$ cat config.mk
export PLATFORM = sky130hd
export DESIGN_NAME = fp16_group_acc
export DESIGN_NICKNAME = d
export VERILOG_FILES = /design/src/rtl/fp16_group_acc.sv
export SDC_FILE = /design/constraint.sdc
export NUM_CORES = 1
export LEC_CHECK = 0
export CAP_MARGIN = 5
export CORE_MARGIN = 1.5
export CORE_UTILIZATION = 35
export DETAILED_ROUTE_END_ITERATION = 6
export GPL_TIMING_DRIVEN = 0
export SETUP_SLACK_MARGIN = 0.05
export SYNTH_ARGS = -nofsm -noshare
export SYNTH_HDL_FRONTEND = slang
export SYNTH_SLANG_ARGS = --single-unit
$ cat constraint.sdc
create_clock -name clk -period 6.65 [get_ports clk]
set_input_delay 1.33 -clock clk [delete_from_list [all_inputs] [get_ports clk]]
set_output_delay 1.33 -clock clk [all_outputs]
set_load 0.01 [all_outputs]
$ cat src/rtl/fp16_group_acc.sv
// fp16_group_acc
// Sums GROUP_LEN consecutive FP16 products exactly in a wide signed
// fixed-point accumulator (LSB weight 2^-24), then renormalises the group
// total into a single FP16 word for the dequant/output buffer.
// Input and output both use valid/ready handshakes.
module fp16_group_acc #(
    parameter int GROUP_LEN = 32
) (
    input  logic        clk,
    input  logic        rst,
    input  logic        in_valid,
    output logic        in_ready,
    input  logic [15:0] in_fp16,
    output logic        out_valid,
    input  logic        out_ready,
    output logic [15:0] out_fp16
);

    localparam int CNT_W = $clog2(GROUP_LEN);
    localparam int ACC_W = 41 + CNT_W;
    localparam int P_W   = $clog2(ACC_W);

    localparam logic [1:0] ST_ACC  = 2'd0;
    localparam logic [1:0] ST_NORM = 2'd1;
    localparam logic [1:0] ST_OUT  = 2'd2;

    localparam logic [CNT_W-1:0] CNT_LAST = CNT_W'(GROUP_LEN - 1);

    localparam logic [P_W-1:0] P_FLUSH = P_W'(9);
    localparam logic [P_W-1:0] P_MANT  = P_W'(10);
    localparam logic [P_W-1:0] P_SAT   = P_W'(40);

    logic [1:0]              state;
    logic [CNT_W-1:0]        cnt;
    logic signed [ACC_W-1:0] acc;
    logic                    nan;
    logic [15:0]             out_reg;

    logic                    accept;
    logic [4:0]              in_exp;
    logic                    in_special;
    logic [ACC_W-1:0]        term;

    logic                    acc_neg;
    logic [ACC_W-1:0]        mag;
    logic [P_W-1:0]          lead;
    logic [4:0]              norm_exp;
    logic [9:0]              norm_mant;
    logic [15:0]             norm_word;

    assign in_ready   = (state == ST_ACC);
    assign out_valid  = (state == ST_OUT);
    assign out_fp16   = out_reg;
    assign accept     = in_valid & in_ready;
    assign in_exp     = in_fp16[14:10];
    assign in_special = (in_exp == 5'h1F);

    // Convert one FP16 product into an unsigned fixed-point magnitude;
    // subnormals and Inf/NaN contribute nothing to the sum.
    always_comb begin
        term = '0;
        if (in_exp != 5'd0 && !in_special) begin
            term = ACC_W'({1'b1, in_fp16[9:0]}) << (in_exp - 5'd1);
        end
    end

    assign acc_neg = acc[ACC_W-1];
    assign mag     = acc_neg ? $unsigned(-acc) : $unsigned(acc);

    // Locate the leading one of the accumulator magnitude.
    always_comb begin
        lead = '0;
        for (int i = 0; i < ACC_W; i++) begin
            if (mag[i]) begin
                lead = P_W'(i);
            end
        end
    end

    assign norm_exp  = 5'(lead - P_FLUSH);
    assign norm_mant = 10'(mag >> (lead - P_MANT));

    // Pick the FP16 result: NaN wins, then exact zero, then underflow
    // flush, then overflow to Inf, otherwise a truncated normal number.
    always_comb begin
        norm_word = 16'h0000;
        if (nan) begin
            norm_word = 16'h7E00;
        end else if (mag == '0) begin
            norm_word = 16'h0000;
        end else if (lead <= P_FLUSH) begin
            norm_word = {acc_neg, 15'h0000};
        end else if (lead >= P_SAT) begin
            norm_word = {acc_neg, 5'h1F, 10'h000};
        end else begin
            norm_word = {acc_neg, norm_exp, norm_mant};
        end
    end

    // Group sequencing: count accepted products, then one normalise cycle,
    // then hold the result until the consumer takes it.
    always_ff @(posedge clk or posedge rst) begin
        if (rst) begin
            state <= ST_ACC;
            cnt   <= '0;
        end else begin
            case (state)
                ST_ACC: begin
                    if (accept) begin
                        if (cnt == CNT_LAST) begin
                            cnt   <= '0;
                            state <= ST_NORM;
                        end else begin
                            cnt <= cnt + CNT_W'(1);
                        end
                    end
                end
                ST_NORM: begin
                    state <= ST_OUT;
                end
                ST_OUT: begin
                    if (out_ready) begin
                        state <= ST_ACC;
                    end
                end
                default: begin
                    state <= ST_ACC;
                end
            endcase
        end
    end

    // Exact signed accumulation plus sticky NaN, cleared once the group
    // result has been handed off.
    always_ff @(posedge clk or posedge rst) begin
        if (rst) begin
            acc <= '0;
            nan <= 1'b0;
        end else if (accept) begin
            if (in_special) begin
                nan <= 1'b1;
            end else if (in_fp16[15]) begin
                acc <= acc - $signed(term);
            end else begin
                acc <= acc + $signed(term);
            end
        end else if (state == ST_OUT && out_ready) begin
            acc <= '0;
            nan <= 1'b0;
        end
    end

    // Capture the normalised word so it stays stable while out_valid waits.
    always_ff @(posedge clk or posedge rst) begin
        if (rst) begin
            out_reg <= 16'h0000;
        end else if (state == ST_NORM) begin
            out_reg <= norm_word;
        end
    end

endmodule

==> results.txt <==
----------------------------------------------------
[Synthesis]
  Most used flip-flop cell after synthesis ... sky130_fd_sc_hd__dfrtp_1
  Post-synth design cell area ... 0.01191 mm²
  Post-synth EDFFs ... 0
  Register bit total from synthesis ... 70
  Share of synthesized flip-flops with an asynchronous set or reset ... between 90% and 100%
  Number of warnings reported in the yosys synthesis log ... 0
  Gate Count Post-Synth ... ~1,600
  Sequential element share of the synthesized area ... between 10% and 20%
  Post-synthesis area per instance ... 7.452 µm²
  Synth Net Count ... 1,677
  Number of different library cells in the post-synthesis netlist ... between 100 and 150

[Layout]
  Layout cells sized above 1 ... 19.04%
  Filler Cell Count ... about 3,400
  Total area of multi-input combinational cells ... around 0.010 mm²
  Number of nets at the end of the flow ... ~1,800
  Sequential cell area in the final layout ... ~0.0018 mm²
  Ant. Diodes ... 0
  Commonest non-fill, non-tap cell in the layout ... sky130_fd_sc_hd__nand2_1
  Most frequent cells in the layout ... sky130_fd_sc_hd__nand2_1, sky130_fd_sc_hd__nor2_1, sky130_fd_sc_hd__a21oi_1
  Final cell area excluding filler cells ... about 0.014 mm²
  Area overhead of the layout relative to synthesis ... 21.41%
  Layout Cells excl Fill ... between 2,000 and 2,500

[Clocking]
  Clock tree from TritonCTS ... done
  TritonCTS buffer count ... 9
  Number of buffers between clock root and the deepest sink ... 2
  CTS Root Cell ... sky130_fd_sc_hd__clkbuf_16
  CTS H-tree lvls ... 3
  Insertion delay to the later sink of the worst-skew pair ... about 0.36 ns
  Number of clock sinks ... 70
  Clock transition at path regs ... around 0.060 ns
  Count of hold-fix buffers inserted at cts ... 0

[Timing]
  Achievable clock frequency ... about 160 MHz
  Worst clock skew ... between 0.01 and 0.015 ns
  Clock period minus final worst setup slack ... 6.429 ns
  Endpoints failing setup ... 0
  Final clock period utilization by the worst path ... 96.67%
  Setup Total Neg Slack ... 0 ns
  Final count of hold timing violations ... 0
  Least-Margin Pin Slew ... roughly 1.2 ns
  Final slew viol count ... 0
  Worst setup slack after layout ... ~0.22 ns
  Slew margin rel. ... 18.34%
  Unrepaired setup endpoints after global routing ... yes

[Routing]
  Starting DRC count in detailed routing ... around 1,100
  Count of vias placed by the detailed router ... about 13,000
  Ratio of routed vias to standard cells ... a little over 6
  Routed Wire Length ... ~46,000 µm
  DRC errors left ... 0
  Post-route antenna net violation count ... 0
  Avg WL per Cell ... roughly 21 µm
  Initial DRT Pass Iterations ... 6

[Place]
  Cell area after placement ... about 0.013 mm²
  Total instance count after detailed placement ... around 2,100
  Placed wire-length estimate ... ~36,000 µm
  Post-place setup slack ... -1.624 ns
  Number of buffers inserted by port buffering ... 34
  Placer congestion estimate ... about 0.99

[Critical path]
  Crit. End Element ... flop
  Reg2Reg Setup Slack ... roughly 0.26 ns
  Crit path arrival time ... 6.64 ns
  R2R depth ... 22
  Required time at the worst-slack endpoint ... 6.86 ns
  CP Class ... input pin to flop
  Top fanout value on the critical path ... 8
  Endpoint of the most critical register-to-register path ... out_fp16[7]
  Launch instance of the worst register-to-register path ... acc[10]
  Kind of start point of the critical path ... input pin

[Floorplan]
  Floorplan core area ... 0.03353 mm²
  Width of the die ... 187.5 µm
  Starting utilization of the core area ... 35.51%
  I/O pins ... 38
  Full die area ... 0.03514 mm²
  # rows ... between 60 and 70
  Die span in y ... approximately 190 µm

[Status]
  Outcome ... complete, no violations

[GRT]
  Global-route wire length before repair ... just over 70,000 µm
  Maximum number of pins on one net before global-route repair ... 60
  Initial antenna violation count ... 0
  Sum of overflow across all layers after global routing ... 0
  Overall fraction of global-route tracks in use ... roughly a quarter
  Vias in the first global route ... ~13,000

[Worst hold path]
  Critical hold path startpoint ... out_fp16[3]
  End point of the worst hold path ... out_fp16[3]
  Worst min-delay path class ... flop to flop
  WHS Path Cells ... 2

[Run]
  Max Cap Violations ... 0

----------------------------------------------------
## flip-flops by register name, indices dropped and copies added, names as in the netlist
signal	flops
state	2
acc	46
nan	1
cnt	5
out_fp16	16
## how the worst max path moves through the flow
stage	end	start	slack, ns
4_1_cts	out_fp16[7]	acc[27]	0.05
6_report	acc[33]	in_fp16[10]	0.22
3_5_place_dp	acc[45]	in_fp16[10]	-1.62
2_1_floorplan	acc[45]	in_fp16[10]	0.01
3_3_place_gp	acc[45]	in_fp16[10]	-1.51
5_1_grt	acc[33]	in_fp16[10]	0.0009
## through the flow
step           util [%]  hold WS (ns)
3_3_place_gp      38.52        0.4608
4_1_cts           42.07        0.4841
3_5_place_dp      38.61        0.4713
2_1_floorplan         -        0.4647
6_report          43.12        0.4777
5_1_grt           43.12        0.5116
## layout make-up
| class | count | area share, % |
|---|---|---|
| clock inverters | 7 | 0.5019 |
| plain buffers | 94 | 3.228 |
| inverters | 45 | 1.246 |
| repair buffers | 96 | 5.920 |
| well taps | 448 | 3.877 |
| multi-input cells | 1386 | 71.53 |
| clock buffers | 9 | 1.558 |
| flip-flops and latches | 70 | 12.14 |
## metal layers
layer  routed length, µm  vias up  track usage [%]
li1                    -     6274                -
met1               19360     6379            30.11
met2               21510      488            42.91
met3                2075      152            2.871
met4                2718        0            15.45
met5                   0        -                0
## what timing repair did
item                       4_1_cts  5_1_grt
pin swaps                       36       56
setup endpoints to repair       41       30
gates cloned                     1        0
setup buffers                   42       18
resized for setup              121       84
## synthesized netlist by cell type, types with 8 or more instances
master | number | share of area [%]
sky130_fd_sc_hd__o221ai_1 | 11 | 0.81
sky130_fd_sc_hd__nand3_1 | 40 | 1.7
sky130_fd_sc_hd__o21ai_0 | 105 | 4.4
sky130_fd_sc_hd__nor4_1 | 18 | 0.95
sky130_fd_sc_hd__dfrtp_1 | 70 | 15
sky130_fd_sc_hd__and3_1 | 15 | 0.79
sky130_fd_sc_hd__buf_2 | 12 | 0.50
sky130_fd_sc_hd__nor2b_1 | 24 | 1.3
sky130_fd_sc_hd__o21a_1 | 11 | 0.69
sky130_fd_sc_hd__o211ai_1 | 15 | 0.95
sky130_fd_sc_hd__a21o_1 | 23 | 1.5
sky130_fd_sc_hd__nor3_1 | 52 | 2.2
sky130_fd_sc_hd__mux2_2 | 24 | 2.3
sky130_fd_sc_hd__ha_1 | 58 | 6.1
sky130_fd_sc_hd__o2111ai_1 | 19 | 1.4
sky130_fd_sc_hd__o31ai_1 | 28 | 1.8
sky130_fd_sc_hd__o32ai_1 | 8 | 0.59
sky130_fd_sc_hd__nand2_1 | 164 | 5.2
sky130_fd_sc_hd__clkbuf_1 | 75 | 2.4
sky130_fd_sc_hd__and2_1 | 10 | 0.53
sky130_fd_sc_hd__and4_1 | 8 | 0.59
sky130_fd_sc_hd__a211o_1 | 10 | 0.74
sky130_fd_sc_hd__o22ai_1 | 13 | 0.68
sky130_fd_sc_hd__a31o_2 | 8 | 0.59
sky130_fd_sc_hd__mux4_2 | 9 | 1.7
sky130_fd_sc_hd__a31oi_1 | 19 | 1.0
sky130_fd_sc_hd__or2_2 | 10 | 0.53
sky130_fd_sc_hd__xor2_1 | 59 | 4.3
sky130_fd_sc_hd__xnor2_1 | 64 | 4.7
sky130_fd_sc_hd__a21oi_1 | 109 | 4.6
sky130_fd_sc_hd__nand4_1 | 28 | 1.5
sky130_fd_sc_hd__inv_1 | 41 | 1.3
sky130_fd_sc_hd__mux2i_1 | 49 | 4.1
sky130_fd_sc_hd__a21boi_0 | 8 | 0.50
sky130_fd_sc_hd__a211oi_1 | 22 | 1.4
sky130_fd_sc_hd__a41oi_1 | 8 | 0.59
sky130_fd_sc_hd__or3_1 | 15 | 0.79
sky130_fd_sc_hd__nand2b_1 | 32 | 1.7
sky130_fd_sc_hd__nor2_1 | 126 | 4.0
sky130_fd_sc_hd__or4_1 | 11 | 0.69
## critical path: stages
cell and delay [ns]:
sky130_fd_sc_hd__buf_8 0.10, sky130_fd_sc_hd__clkbuf_16 0.14, sky130_fd_sc_hd__buf_4 0.13, sky130_fd_sc_hd__o31ai_2 0.71, sky130_fd_sc_hd__a21boi_0 0.24, sky130_fd_sc_hd__o21ai_2 0.34, sky130_fd_sc_hd__a21oi_4 0.12, sky130_fd_sc_hd__nor4b_4 0.25
sky130_fd_sc_hd__nand4_1 0.20, sky130_fd_sc_hd__nor3b_2 0.24, sky130_fd_sc_hd__buf_4 0.15, sky130_fd_sc_hd__and3_4 0.17, sky130_fd_sc_hd__a31oi_1 0.09, sky130_fd_sc_hd__xnor2_1 0.25, sky130_fd_sc_hd__ha_2 0.36, sky130_fd_sc_hd__nor2_2 0.14
sky130_fd_sc_hd__nor2_2 0.04, sky130_fd_sc_hd__o21a_1 0.16, sky130_fd_sc_hd__o21ai_1 0.12, sky130_fd_sc_hd__nand2b_1 0.08, sky130_fd_sc_hd__a21o_1 0.21, sky130_fd_sc_hd__o311ai_4 0.10, sky130_fd_sc_hd__a21oi_4 0.12, sky130_fd_sc_hd__a31o_4 0.25
sky130_fd_sc_hd__a21o_1 0.16, sky130_fd_sc_hd__a21oi_2 0.13, sky130_fd_sc_hd__xor2_1 0.22, sky130_fd_sc_hd__o22ai_1 0.09
## cells by family after synthesis
kind of cell    Yosys count  share of synthesized area [%]
fa+ha+maj                59                          6.263
simple gates            590                          25.06
flops                    70                          14.71
compound gates          527                          31.30
xor+xnor                127                          9.688
buf+inv                 142                          4.791
mux                      83                          8.185
Power is left out: the tool's default activity adds up to more than one toggle a clock period on the data nets, which glitch-free logic cannot reach.
